===== src/rtl/gerador_pkg.sv =====
// Shared definitions for button front-ends that issue soma/sub/enp step commands.
// Holds the FSM state encodings and the default timing constants.
package gerador_pkg;

  typedef enum logic [2:0] {
    OCIOSO = 3'd0,
    FILTRA = 3'd1,
    PULSO  = 3'd2,
    SEGURA = 3'd3,
    REPETE = 3'd4,
    SOLTA  = 3'd5
  } estado_t;

  localparam int unsigned DEBOUNCE_PADRAO = 32'd500000;
  localparam int unsigned HOLD_PADRAO     = 32'd25000000;
  localparam int unsigned REPEAT_PADRAO   = 32'd10000000;

  function automatic int unsigned max3(input int unsigned a, input int unsigned b,
                                       input int unsigned c);
    int unsigned m;
    m = (a > b) ? a : b;
    return (m > c) ? m : c;
  endfunction

endpackage


===== src/rtl/sincronizador_2ff.sv =====
// Two-flop synchroniser for one asynchronous level input.
// Both stages clear to 0 on the asynchronous active-low reset.
module sincronizador_2ff (
  input  logic clock,
  input  logic clr,
  input  logic d,
  output logic q
);

  logic meta_r;
  logic sinc_r;

  // metastability stage followed by the stable output stage
  always_ff @(posedge clock or negedge clr) begin
    if (!clr) begin
      meta_r <= 1'b0;
      sinc_r <= 1'b0;
    end else begin
      meta_r <= d;
      sinc_r <= meta_r;
    end
  end

  assign q = sinc_r;

endmodule


===== src/rtl/gerador_soma_sub.sv =====
// Turns two raw bouncing buttons into clean single-cycle up/down step strobes,
// with press/release debounce and optional auto-repeat while a button is held.
module gerador_soma_sub
  import gerador_pkg::*;
#(
  parameter int unsigned DEBOUNCE_CYCLES = DEBOUNCE_PADRAO,
  parameter int unsigned HOLD_CYCLES     = HOLD_PADRAO,
  parameter int unsigned REPEAT_CYCLES   = REPEAT_PADRAO,
  parameter bit          REPEAT_EN       = 1'b1
) (
  input  logic clock,
  input  logic clr,
  input  logic botao_mais,
  input  logic botao_menos,
  input  logic habilita,
  output logic soma,
  output logic sub,
  output logic enp,
  output logic ocupado
);

  localparam int unsigned MAX_CYC = max3(DEBOUNCE_CYCLES, HOLD_CYCLES, REPEAT_CYCLES);
  localparam int unsigned CW      = (MAX_CYC > 32'd2) ? $clog2(MAX_CYC) : 32'd1;

  // Hold and repeat terminals are two short: one cycle is spent in PULSO and
  // one on the entry edge into SEGURA/REPETE, so the pulse spacing is exact.
  localparam logic [CW-1:0] DEB_FIM  = CW'(DEBOUNCE_CYCLES - 32'd1);
  localparam logic [CW-1:0] HOLD_FIM = CW'(HOLD_CYCLES - 32'd2);
  localparam logic [CW-1:0] REP_FIM  = CW'(REPEAT_CYCLES - 32'd2);

  logic          mais_s;
  logic          menos_s;
  logic          pedido_s;
  logic          mantido_s;
  logic          entra_s;
  logic          pulso_s;
  estado_t       estado_r;
  estado_t       estado_prox_s;
  logic [CW-1:0] cont_r;
  logic [CW-1:0] cont_prox_s;
  logic          dir_r;
  logic          dir_prox_s;
  logic          rep_r;
  logic          rep_prox_s;
  logic          soma_r;
  logic          sub_r;
  logic          enp_r;
  logic          ocupado_r;

  sincronizador_2ff u_sinc_mais (
    .clock (clock),
    .clr   (clr),
    .d     (botao_mais),
    .q     (mais_s)
  );

  sincronizador_2ff u_sinc_menos (
    .clock (clock),
    .clr   (clr),
    .d     (botao_menos),
    .q     (menos_s)
  );

  assign pedido_s  = mais_s ^ menos_s;
  assign mantido_s = dir_r ? (mais_s & ~menos_s) : (menos_s & ~mais_s);

  // next-state, counter and direction/repeat bookkeeping
  always_comb begin
    estado_prox_s = estado_r;
    cont_prox_s   = cont_r + CW'(1);
    dir_prox_s    = dir_r;
    rep_prox_s    = rep_r;
    case (estado_r)
      OCIOSO: begin
        cont_prox_s = '0;
        if (pedido_s) begin
          estado_prox_s = FILTRA;
          dir_prox_s    = mais_s;
        end else begin
          estado_prox_s = OCIOSO;
        end
      end
      FILTRA: begin
        if (!mantido_s) begin
          estado_prox_s = OCIOSO;
        end else if (cont_r == DEB_FIM) begin
          estado_prox_s = PULSO;
          rep_prox_s    = 1'b0;
        end else begin
          estado_prox_s = FILTRA;
        end
      end
      PULSO: begin
        if (!REPEAT_EN) begin
          estado_prox_s = SOLTA;
        end else if (rep_r) begin
          estado_prox_s = REPETE;
        end else begin
          estado_prox_s = SEGURA;
        end
      end
      SEGURA: begin
        if (!mantido_s) begin
          estado_prox_s = SOLTA;
        end else if (cont_r == HOLD_FIM) begin
          estado_prox_s = PULSO;
          rep_prox_s    = 1'b1;
        end else begin
          estado_prox_s = SEGURA;
        end
      end
      REPETE: begin
        if (!mantido_s) begin
          estado_prox_s = SOLTA;
        end else if (cont_r == REP_FIM) begin
          estado_prox_s = PULSO;
          rep_prox_s    = 1'b1;
        end else begin
          estado_prox_s = REPETE;
        end
      end
      SOLTA: begin
        if (mais_s | menos_s) begin
          estado_prox_s = SOLTA;
          cont_prox_s   = '0;
        end else if (cont_r == DEB_FIM) begin
          estado_prox_s = OCIOSO;
        end else begin
          estado_prox_s = SOLTA;
        end
      end
      default: begin
        estado_prox_s = OCIOSO;
        cont_prox_s   = '0;
      end
    endcase
  end

  assign entra_s = (estado_prox_s != estado_r);
  assign pulso_s = (estado_prox_s == PULSO);

  // FSM state, counter and latched direction
  always_ff @(posedge clock or negedge clr) begin
    if (!clr) begin
      estado_r <= OCIOSO;
      cont_r   <= '0;
      dir_r    <= 1'b0;
      rep_r    <= 1'b0;
    end else begin
      estado_r <= estado_prox_s;
      cont_r   <= entra_s ? '0 : cont_prox_s;
      dir_r    <= dir_prox_s;
      rep_r    <= rep_prox_s;
    end
  end

  // Strobes are decoded from the next state so enp is high exactly while in PULSO
  always_ff @(posedge clock or negedge clr) begin
    if (!clr) begin
      enp_r     <= 1'b0;
      soma_r    <= 1'b0;
      sub_r     <= 1'b0;
      ocupado_r <= 1'b0;
    end else begin
      enp_r     <= pulso_s & habilita;
      soma_r    <= pulso_s & habilita & dir_prox_s;
      sub_r     <= pulso_s & habilita & ~dir_prox_s;
      ocupado_r <= (estado_r != OCIOSO);
    end
  end

  assign enp     = enp_r;
  assign soma    = soma_r;
  assign sub     = sub_r;
  assign ocupado = ocupado_r;

endmodule


===== config.mk =====
export PLATFORM = sky130hd
export DESIGN_NAME = gerador_soma_sub
export DESIGN_NICKNAME = d
export VERILOG_FILES = /design/src/rtl/gerador_pkg.sv /design/src/rtl/sincronizador_2ff.sv /design/src/rtl/gerador_soma_sub.sv
export SDC_FILE = /design/constraint.sdc
export NUM_CORES = 1
export LEC_CHECK = 0
export ABC_AREA = 1
export ABC_CLOCK_PERIOD_IN_PS = 2600
export BUFFER_PORTS_ARGS = -buffer_cell sky130_fd_sc_hd__buf_2
export CAP_MARGIN = 20
export CORE_MARGIN = 10
export CORE_UTILIZATION = 60
export DETAILED_ROUTE_END_ITERATION = 7
export PLACE_DENSITY = 0.78
export SLEW_MARGIN = 20
export SYNTH_ARGS = -nofsm -noshare
export SYNTH_HDL_FRONTEND = slang
export SYNTH_SLANG_ARGS = --single-unit

===== constraint.sdc =====
create_clock -name clock -period 2.6 [get_ports clock]
set_input_delay 0.78 -clock clock [delete_from_list [all_inputs] [get_ports clock]]
set_output_delay 0.78 -clock clock [all_outputs]
set_load 0.05 [all_outputs]

# After elaboration in Yosys (flattened, before gate mapping)
# Cells that the tools add are included.
# word_totals
regBits	38
input_bits	5
wordCells	68
output_inout_bits	4
# op_classes
muxes	24
n_reduce_logical	5
bitwise_logic	10
add_sub_neg	1
eq_ne	16
# op_table
op	n
$mux W25	2
$pmux W25 S2	1
$add A25 B1 Y25 const B	1
$eq A25 B19 Y1 const B	1
$eq A25 B24 Y1 const B	1
$eq A25 B25 Y1 const B	1
$mux W3	6
$pmux W3 S6	1
$ne A2 B2 Y1 const B	6
$mux W1	11
$eq A3 B2 Y1 const B	3
$reduce_and A7 Y1	1
$eq A3 B3 Y1 const B	2
$reduce_bool A3 Y1	2
$and A1 B1 Y1	5
$mux W2	2
$reduce_or A4 Y1	1
$eq A3 B1 Y1 const B	1
$logic_not A3 Y1	1
$ne A3 B3 Y1	1
$not A1 Y1	3
$pmux W1 S3	1
$or A1 B1 Y1	1
$xor A1 B1 Y1	1

# Depth between registers and ports, before layout
# Gate-level depths: netlist of the first run.
# depth
word_depth	8
mapped_depth	13
mapped_depth_nobuf	12

# Hierarchy
# A second synthesis of the first run with hierarchy kept.
# unflattened
cells_unflattened	352
area_unflattened_um2	2439.8
# modules_own_cells
module	n_inst	seq_area_each_um2	area_per_inst_um2	cells_per_inst
gerador_soma_sub	1	850.8	2339.7	348
sincronizador_2ff	2	50.0	50.0	2

# Worst setup path after synthesis of the first run
# OpenSTA, ideal clock, no wires.
# synth_path
path_kind	register to register
from	register cont_r[0]
to	register cont_r[14]
setup_slack_ns	0.899
n_path_buf	1
t_required_ns	2.478
period_less_slack_ns	1.701
path_stages_with_launch	13
setup_time_ns	0.122
arrival_ns	1.579
path_cell_list	dfrtp_1 -> inv_1 -> ha_1 -> nand3_1 -> nor3_1 -> nand2_1 -> a21oi_2 -> nand3_2 -> nand2_1 -> nand2_2 -> nand2_4 -> buf_12 -> nor2_2
# synth_between
elab_chain_cells	6
elab_cells_between_ends	17
cone_classes	add/sub (1); eq/ne (4); mux (12)
# synth_rtl
item	line	rtl
start: declaration	gerador_soma_sub.sv:39	logic [CW-1:0] cont_r;
start signal: assignment	gerador_soma_sub.sv:151	cont_r <= entra_s ? '0 : cont_prox_s;
$eq A25 B19 Y1 or $eq A25 B25 Y1 (tied branches)	gerador_soma_sub.sv:86, gerador_soma_sub.sv:126, gerador_soma_sub.sv:105	
$mux W3, or another cell as far along	gerador_soma_sub.sv:126	end else if (cont_r == DEB_FIM) begin
$mux W3, or another cell as far along	gerador_soma_sub.sv:123	if (mais_s | menos_s) begin
$pmux W3 S6 *	gerador_soma_sub.sv:73	case (estado_r)
named net estado_prox_s[0]	gerador_soma_sub.sv:38	estado_t estado_prox_s;
$ne A3 B3 Y1 *	gerador_soma_sub.sv:139	assign entra_s = (estado_prox_s != estado_r);
$mux W25 *	gerador_soma_sub.sv:151	
# The timed path passes the listed nets; every way through them passes the cells marked *.
# A chain may end at the register's enable or synchronous reset.

# Final worst setup path of the first run
# layout_path
from	register cont_r[0]
to	register cont_r[0]
# The elaborated chain is that of the path after synthesis.

==> results of run 1 <==
[area by class of cell]
type                    count  area (um^2)
multi-input cells         255         1280
repair buffers             10         55.1
inverters                  49          184
well taps                  50         62.6
clock buffers               5         68.8
flip-flops and latches     38          951
clock inverters             3         45.0
fillers                   364         1350
[worst paths after layout]
path                                    startpoint       endpoint  slack, ns  cells past startpoint
worst max-delay path                     cont_r[0]      cont_r[0]       0.51                     11
worst min-delay path            u_sinc_mais.meta_r  u_sinc_mais.q       0.35                      0
worst max register to register           cont_r[0]      cont_r[0]       0.51                     11
worst min register to register  u_sinc_mais.meta_r  u_sinc_mais.q       0.35                      0
max in group asynchronous                      clr          dir_r       1.51                      1
min in group asynchronous                      clr     cont_r[12]       0.58                      1
[flip-flops by register name (all words and copies together) (netlist names)]
signal	flops
cont_r	25
estado_r	3
dir_r	1
enp	1
ocupado	1
rep_r	1
soma	1
sub	1
u_sinc_mais.meta_r	1
u_sinc_mais.q	1
u_sinc_menos.meta_r	1
u_sinc_menos.q	1
[cell families after synthesis]
logic type	after synthesis
AO/OA/AOI/OAI	17
XOR/XNOR	1
adder cells (fa/ha/maj)	5
buffers and inverters	54
flip-flops	38
AND/OR/NAND/NOR	232
[cell usage in the layout (no fill, tap or decap), types with 6 or more instances in the layout]
cell,count
sky130_fd_sc_hd__nand2_1,81
sky130_fd_sc_hd__nor2_1,47
sky130_fd_sc_hd__inv_1,46
sky130_fd_sc_hd__nand3_1,38
sky130_fd_sc_hd__dfrtp_1,38
sky130_fd_sc_hd__nor2_2,21
sky130_fd_sc_hd__nor3_1,11
sky130_fd_sc_hd__nand4_1,11
sky130_fd_sc_hd__o21ai_0,8
sky130_fd_sc_hd__buf_2,8
sky130_fd_sc_hd__nand2_2,6
[metrics by stage]
stage	util, %	hold slack (ns)	instance area (um^2)
2_1_floorplan	-	0.331	2480
3_3_place_gp	63.4	0.332	2540
3_5_place_dp	63.4	0.347	2540
4_1_cts	66.3	0.358	2650
5_1_grt	66.3	0.385	2650
6_report	66.3	0.354	2650
[power groups by stage]
stage / Clock (W) / Combinational (W) / Sequential (W)
global placement: 0 / 0.000309 / 0.000654
CTS: 0.000518 / 0.000316 / 0.000644
detailed placement: 0 / 0.000315 / 0.000655
global route: 0.000540 / 0.000347 / 0.000647
floorplan: 0 / 0.000266 / 0.000675
finish: 0.000509 / 0.000317 / 0.000644
[worst register-to-register path, cell delays in order (launching register included)]
cell                      delay [ns]
sky130_fd_sc_hd__dfrtp_1        0.39
sky130_fd_sc_hd__inv_1          0.12
sky130_fd_sc_hd__ha_1           0.16
sky130_fd_sc_hd__nand3_1        0.10
sky130_fd_sc_hd__nor3_1         0.20
sky130_fd_sc_hd__nand2_1        0.10
sky130_fd_sc_hd__a21oi_2        0.20
sky130_fd_sc_hd__nand3_2        0.11
sky130_fd_sc_hd__nand2_1        0.09
sky130_fd_sc_hd__nand2_2        0.06
sky130_fd_sc_hd__nand2_4        0.33
sky130_fd_sc_hd__nor2_1         0.10
[layer usage]
metal / global-route usage [%] / vias up / part of all wire (%)
met5: 0 / - / 0
met4: 7.61 / 0 / 2.6
met3: 3.48 / 16 / 4.5
met2: 26.2 / 63 / 45
met1: 21.6 / 1032 / 48
li1: - / 1120 / -
==> results_dict.tcl, run 1 <==
set metrics [dict create \
    die_height_um 84.3 \
    grt_overflow 0 \
    first_global_vias 2200 \
    grt_antenna_before_repair 0 \
    fp.dieArea_um2 7100 \
    synth-compound-area-share_pct 4.09 \
    port_buffers 8 \
    worst-endpoint-required_ns 2.77 \
    postSynthNetCount 357 \
    grt_setup_unrepaired "no" \
    timing.max_slew.rel_slack_pct 45.3 \
    placed_instances 402 \
    internal_power_w 0.000980 \
    power.density_nw_per_um2 554 \
    yosysUniqueCellTypes 30 \
    core_rows 23 \
    synth_area_leaders "sky130_fd_sc_hd__dfrtp_1 38%, sky130_fd_sc_hd__nand2_1 12%, sky130_fd_sc_hd__nand3_1 7.7%" \
    final_min_period_over_clock_period_pct 80.4 \
    post_place_setup_slack_ns 0.560 \
    drive_gt1_share_pct 16.9 \
    cts_tree "done" \
    floorplan.die.width_um 84.3 \
    post_synth_and_or_nand_nor_area_fraction_pct 44.9 \
    run_status "finished, final reports clean" \
    synth.area.mux_share_pct 0 \
    finalWeightedCongestion 0.943 \
    power_w 0.00147 \
    worst_slack_ns 0.510 \
    cap_violations 0 \
    number_of_buffers_added_for_setup_after_cts 0 \
    p_clk_share_pct 34.6 \
    start_kind "register" \
    first_pass_grt_wire_length_mm 10.1 \
    synth.top_cell.area_share_pct 38.4 \
    critical_path.top_delay_family "simple AND/OR/NAND/NOR gates" \
    cts.reportedPaths.clkPinSlew_ns 0.08 \
    layout.cells.non_filler 410 \
    post_synth_fa_ha_maj_area_fraction_pct 2.53 \
    io_pins 9 \
    drt_drc_violations_left 0 \
    skew_ns 0.00653 \
    dominant_combinational_cell_family_by_area_after_synthesis "simple AND/OR/NAND/NOR gates" \
    dpl.hpwl_mm 4.32 \
    number_of_pins_with_negative_max_slew_slack_in_the_final_report 0 \
    netSwitchingFraction_pct 33.3 \
    yosys.cell_count.top_type "sky130_fd_sc_hd__nand2_1" \
    totalWireLength_mm 5.65 \
    cts.sink_count 38 \
    pin_count_of_the_biggest_net_entering_global_routing 39 \
    post-synth-top-area-cell "sky130_fd_sc_hd__dfrtp_1" \
    p_leak_nw 1.25 \
    clk_latency_ns 0.30 \
    clock_path_buffers 2 \
    post_cts.resized_instances 0 \
    crit_path_max_fanout 25 \
    report.final.hold_viol_count 0 \
    holdCritPathClass "reg -> reg" \
    drtAntennaViolNets 0 \
    detailroute.via_count 2231 \
    synth-edff-count 0 \
    type_of_the_setup_path_with_the_least_slack "reg -> reg" \
    netSwitchingPower_w 0.000490 \
    hold_buffers 0 \
    totalNegativeSetupSlack_ns 0 \
    detailedRoute.firstIterationViolations 240 \
    postSynthCellCount 347 \
    diodes 0 \
    syn_area_per_cell_um2 7.14 \
    worstPathCellList "inv_1 -> ha_1 -> nand3_1 -> nor3_1 -> nand2_1 -> a21oi_2 -> nand3_2 -> nand2_1 -> nand2_2 -> nand2_4 -> nor2_1" \
    synth-main-ff-cell "sky130_fd_sc_hd__dfrtp_1" \
    nets 369 \
    synthToLayoutAreaGrowth_pct 7.02 \
    critical_path_capture_point_type "register" \
    floorplan.initialDensity_pct 61.9 \
    synth.top_cells.by_count "81 x sky130_fd_sc_hd__nand2_1, 47 x sky130_fd_sc_hd__nor2_1, 46 x sky130_fd_sc_hd__inv_1" \
    path_buf_inv 1 \
    critical_path_arrival_ns 2.26 \
    postSynth.asyncResetShare_pct 100 \
    track_usage_pct 16.8 \
    synthesis.area_um2 2480 \
    timing.critical_path.mode_cell "sky130_fd_sc_hd__nand2_1" \
    critical-path-max-stage-delay_ns 0.39 \
    clock-root-buffer "sky130_fd_sc_hd__clkbuf_8" \
    post_synth_xor_area_fraction_pct 0.354 \
    fin_crit_ns 2.09 \
    finalSetupViolations 0 \
    tightestPinTransition_ns 0.820 \
    cts_inserted_buffers 5 \
    dr_pass1_iterations 5 \
    sequentialPowerShare_pct 43.8 \
    route.detailed.vias_per_inst 5.44 \
    fmaxAchievable_mhz 478 \
    placeableCoreArea_um2 4000 \
    critPathSlowestCell "sky130_fd_sc_hd__dfrtp_1" \
    yosysSeqAreaShare_pct 38.4 \
    count_of_synthesis_stage_warnings_from_yosys 0 \
    htree_levels 2 \
    irDropWorstVdd_uv 375 \
    p_comb_share_pct 21.6 \
    synth_seq_cells 38 \
    detail_route.wl_per_cell_um 13.8 \
]
Power figures use the tool's default switching activity.
==> run 2, diff against run 1 <==
--- a/config.mk
+++ b/config.mk
@@ -6,13 +6,13 @@
 export NUM_CORES = 1
 export LEC_CHECK = 0
 export ABC_AREA = 1
-export ABC_CLOCK_PERIOD_IN_PS = 2600
+export ABC_CLOCK_PERIOD_IN_PS = 1700
 export BUFFER_PORTS_ARGS = -buffer_cell sky130_fd_sc_hd__buf_2
 export CAP_MARGIN = 20
 export CORE_MARGIN = 10
-export CORE_UTILIZATION = 60
+export CORE_UTILIZATION = 56
 export DETAILED_ROUTE_END_ITERATION = 7
-export PLACE_DENSITY = 0.78
+export PLACE_DENSITY = 0.76
 export SLEW_MARGIN = 20
 export SYNTH_ARGS = -nofsm -noshare
 export SYNTH_HDL_FRONTEND = slang
==> constraint.sdc (replaced) <==
create_clock -name clock -period 1.7 [get_ports clock]
set_input_delay 0.51 -clock clock [delete_from_list [all_inputs] [get_ports clock]]
set_output_delay 0.51 -clock clock [all_outputs]
set_load 0.05 [all_outputs]
==> results_dict.tcl, run 2 (synthesized netlist as in run 1, its figures left out) <==
set metrics [dict create \
    grt_setup_unrepaired "yes" \
    post_place_setup_slack_ns -0.140 \
    cts_inserted_buffers 5 \
    netSwitchingPower_w 0.000929 \
    hold_buffers 0 \
    worst-endpoint-required_ns 1.89 \
    irDropWorstVdd_uv 550 \
    internal_power_w 0.00189 \
    drt_drc_violations_left 1 \
    timing.critical_path.mode_cell "sky130_fd_sc_hd__nand2_2" \
    worst_slack_ns -0.288 \
    ff2ff_path_depth 13 \
    clk_latency_ns 0.31 \
    drtAntennaViolNets 0 \
    cts.reportedPaths.clkPinSlew_ns 0.09 \
    pin_count_of_the_biggest_net_entering_global_routing 39 \
    p_clk_share_pct 34.1 \
    tightestPinTransition_ns 0.519 \
    number_of_pins_with_negative_max_slew_slack_in_the_final_report 0 \
    registers.top_by_ff_count "cont_r" \
    first_global_vias 2325 \
    die_height_um 86.5 \
    type_of_the_setup_path_with_the_least_slack "reg -> reg" \
    worstPathCellList "ha_2 -> nand2_2 -> nor2_4 -> nand3_2 -> nor2_4 -> nand3_2 -> nand2_2 -> nand3_2 -> nand2_2 -> nand2_2 -> nand2_4 -> clkbuf_16 -> nor2_4" \
    dr_pass1_iterations 8 \
    fin_area_um2 3320 \
    synthToLayoutAreaGrowth_pct 33.9 \
    dpl_cell_area_um2 2860 \
    number_of_flip_flops_under_the_largest_register_name 25 \
    start_kind "register" \
    report.final.hold_viol_count 0 \
    crit_path_max_fanout 6 \
    globalRouteMet3Util_pct 3.47 \
    run_status "finished, violations left" \
    finalWeightedCongestion 0.950 \
    port_buffers 8 \
    fin_crit_ns 1.99 \
    totalWireLength_mm 7.37 \
    grt_util_met1_pct 22.5 \
    diodes 0 \
    critical_path_capture_point_type "register" \
    dpl.hpwl_mm 4.66 \
    gr-usage-met2_pct 27.8 \
    layout.cells.most_common_list "74 x sky130_fd_sc_hd__nand2_1, 51 x sky130_fd_sc_hd__buf_4, 40 x sky130_fd_sc_hd__inv_1, 40 x sky130_fd_sc_hd__nor2_1, 36 x sky130_fd_sc_hd__dfrtp_1" \
    most_common_cell_after_layout_fill_and_taps_aside "sky130_fd_sc_hd__nand2_1" \
    first_pass_grt_wire_length_mm 10.5 \
    reg_top3 "cont_r (25), estado_r (3)" \
    final_min_period_over_clock_period_pct 117 \
    fmaxAchievable_mhz 503 \
    floorplan.initialDensity_pct 57.3 \
    floorplan.die.width_um 86.5 \
    sequentialPowerShare_pct 35.3 \
    critical-path-max-stage-delay_ns 0.40 \
    cts.sink_count 38 \
    nets 423 \
    grt_antenna_before_repair 0 \
    finalSetupViolations 29 \
    detailedRoute.firstIterationViolations 408 \
    netSwitchingFraction_pct 33.0 \
    detail_route.wl_per_cell_um 15.8 \
    power.density_nw_per_um2 848 \
    detailroute.via_count 2644 \
    htree_levels 2 \
    drive_gt1_share_pct 35.7 \
    cts_tree "done" \
    whs_ns 0.234 \
    gr-max-usage-layer "met2" \
    holdCritPathClass "in -> async" \
    placeableCoreArea_um2 4320 \
    skew_ns 0.0140 \
    p_leak_nw 1.55 \
    failed_checks "design-rule violations, negative setup slack" \
    fp.dieArea_um2 7480 \
    core_rows 24 \
    timing.max_slew.rel_slack_pct 65.1 \
    route.detailed.vias_per_inst 5.67 \
    critPathSlowestCell "sky130_fd_sc_hd__dfrtp_1" \
    critical_path_arrival_ns 2.18 \
    clock_path_buffers 2 \
    track_usage_pct 17.3 \
    cap_violations 0 \
    p_comb_share_pct 30.6 \
    grt_overflow 0 \
    io_pins 9 \
    clock-root-buffer "sky130_fd_sc_hd__clkbuf_8" \
]
run 2: cell count changes in the layout (fill, tap and decap cells not counted), sizes merged:
cell      delta
buf         +52
clkbuf       +2
clkinvlp     -2
bufinv       +1
clkinv       +1
run 2: area by class of cell:
type | instances | area [um^2]
multi-input combinational | 255 | 1450
fill | 267 | 1010
sequential | 38 | 953
timing repair buffer | 64 | 524
inverter | 49 | 184
clock buffer | 5 | 68.8
clock inverter | 3 | 68.8
tap | 52 | 65.1
run 2: path summary, 6_finish.rpt:
check | from | endpoint | slack [ns]
max | cont_r[1] | cont_r[12] | -0.29
min | clr | estado_r[0] | 0.23
max reg2reg | cont_r[1] | cont_r[12] | -0.29
min reg2reg | u_sinc_mais.meta_r | u_sinc_mais.q | 0.36
max in group asynchronous | clr | cont_r[19] | 1.11
min in group clock | botao_menos | u_sinc_menos.meta_r | 0.32
run 2: critical path: cells and delay by family (launching register included):
family | cells | cell delay [ns]
fa+ha+maj | 1 | 0.22
flops | 1 | 0.40
simple gates | 11 | 1.07
buf+inv | 1 | 0.19
run 2: power by group through the flow:
stage | logic, W | clock network (W) | registers, W
2_1_floorplan | 0.000407 | 0 | 0.00103
3_3_place_gp | 0.000598 | 0 | 0.00100
3_5_place_dp | 0.000624 | 0 | 0.00100
4_1_cts | 0.000629 | 0.000957 | 0.000985
5_1_grt | 0.000910 | 0.000992 | 0.000998
6_report | 0.000862 | 0.000958 | 0.000993
run 2: timing repair:
action	CTS	global route
gates cloned	0	2
setup endpoints to repair	25	30
resized for setup	3	44
buffers inserted	1	13
pin swaps	2	19
run 2: metrics by stage:
stage                     setup TNS, ns  instances  util, %  total power [W]
final                             -6.82        466     76.7          0.00281
after global routing              -9.72        466     76.7          0.00290
after CTS                         -3.31        452     69.7          0.00257
after detailed placement          -3.21        443     66.1          0.00163
after global placement            -2.13        443     66.1          0.00160
after floorplan                       0        347        -          0.00144
run 2: per-layer routing:
metal	share of wire, %	wire (um)
met1	42	3080
met2	49	3600
met4	2.3	172
met3	7.1	520
met5	0	0
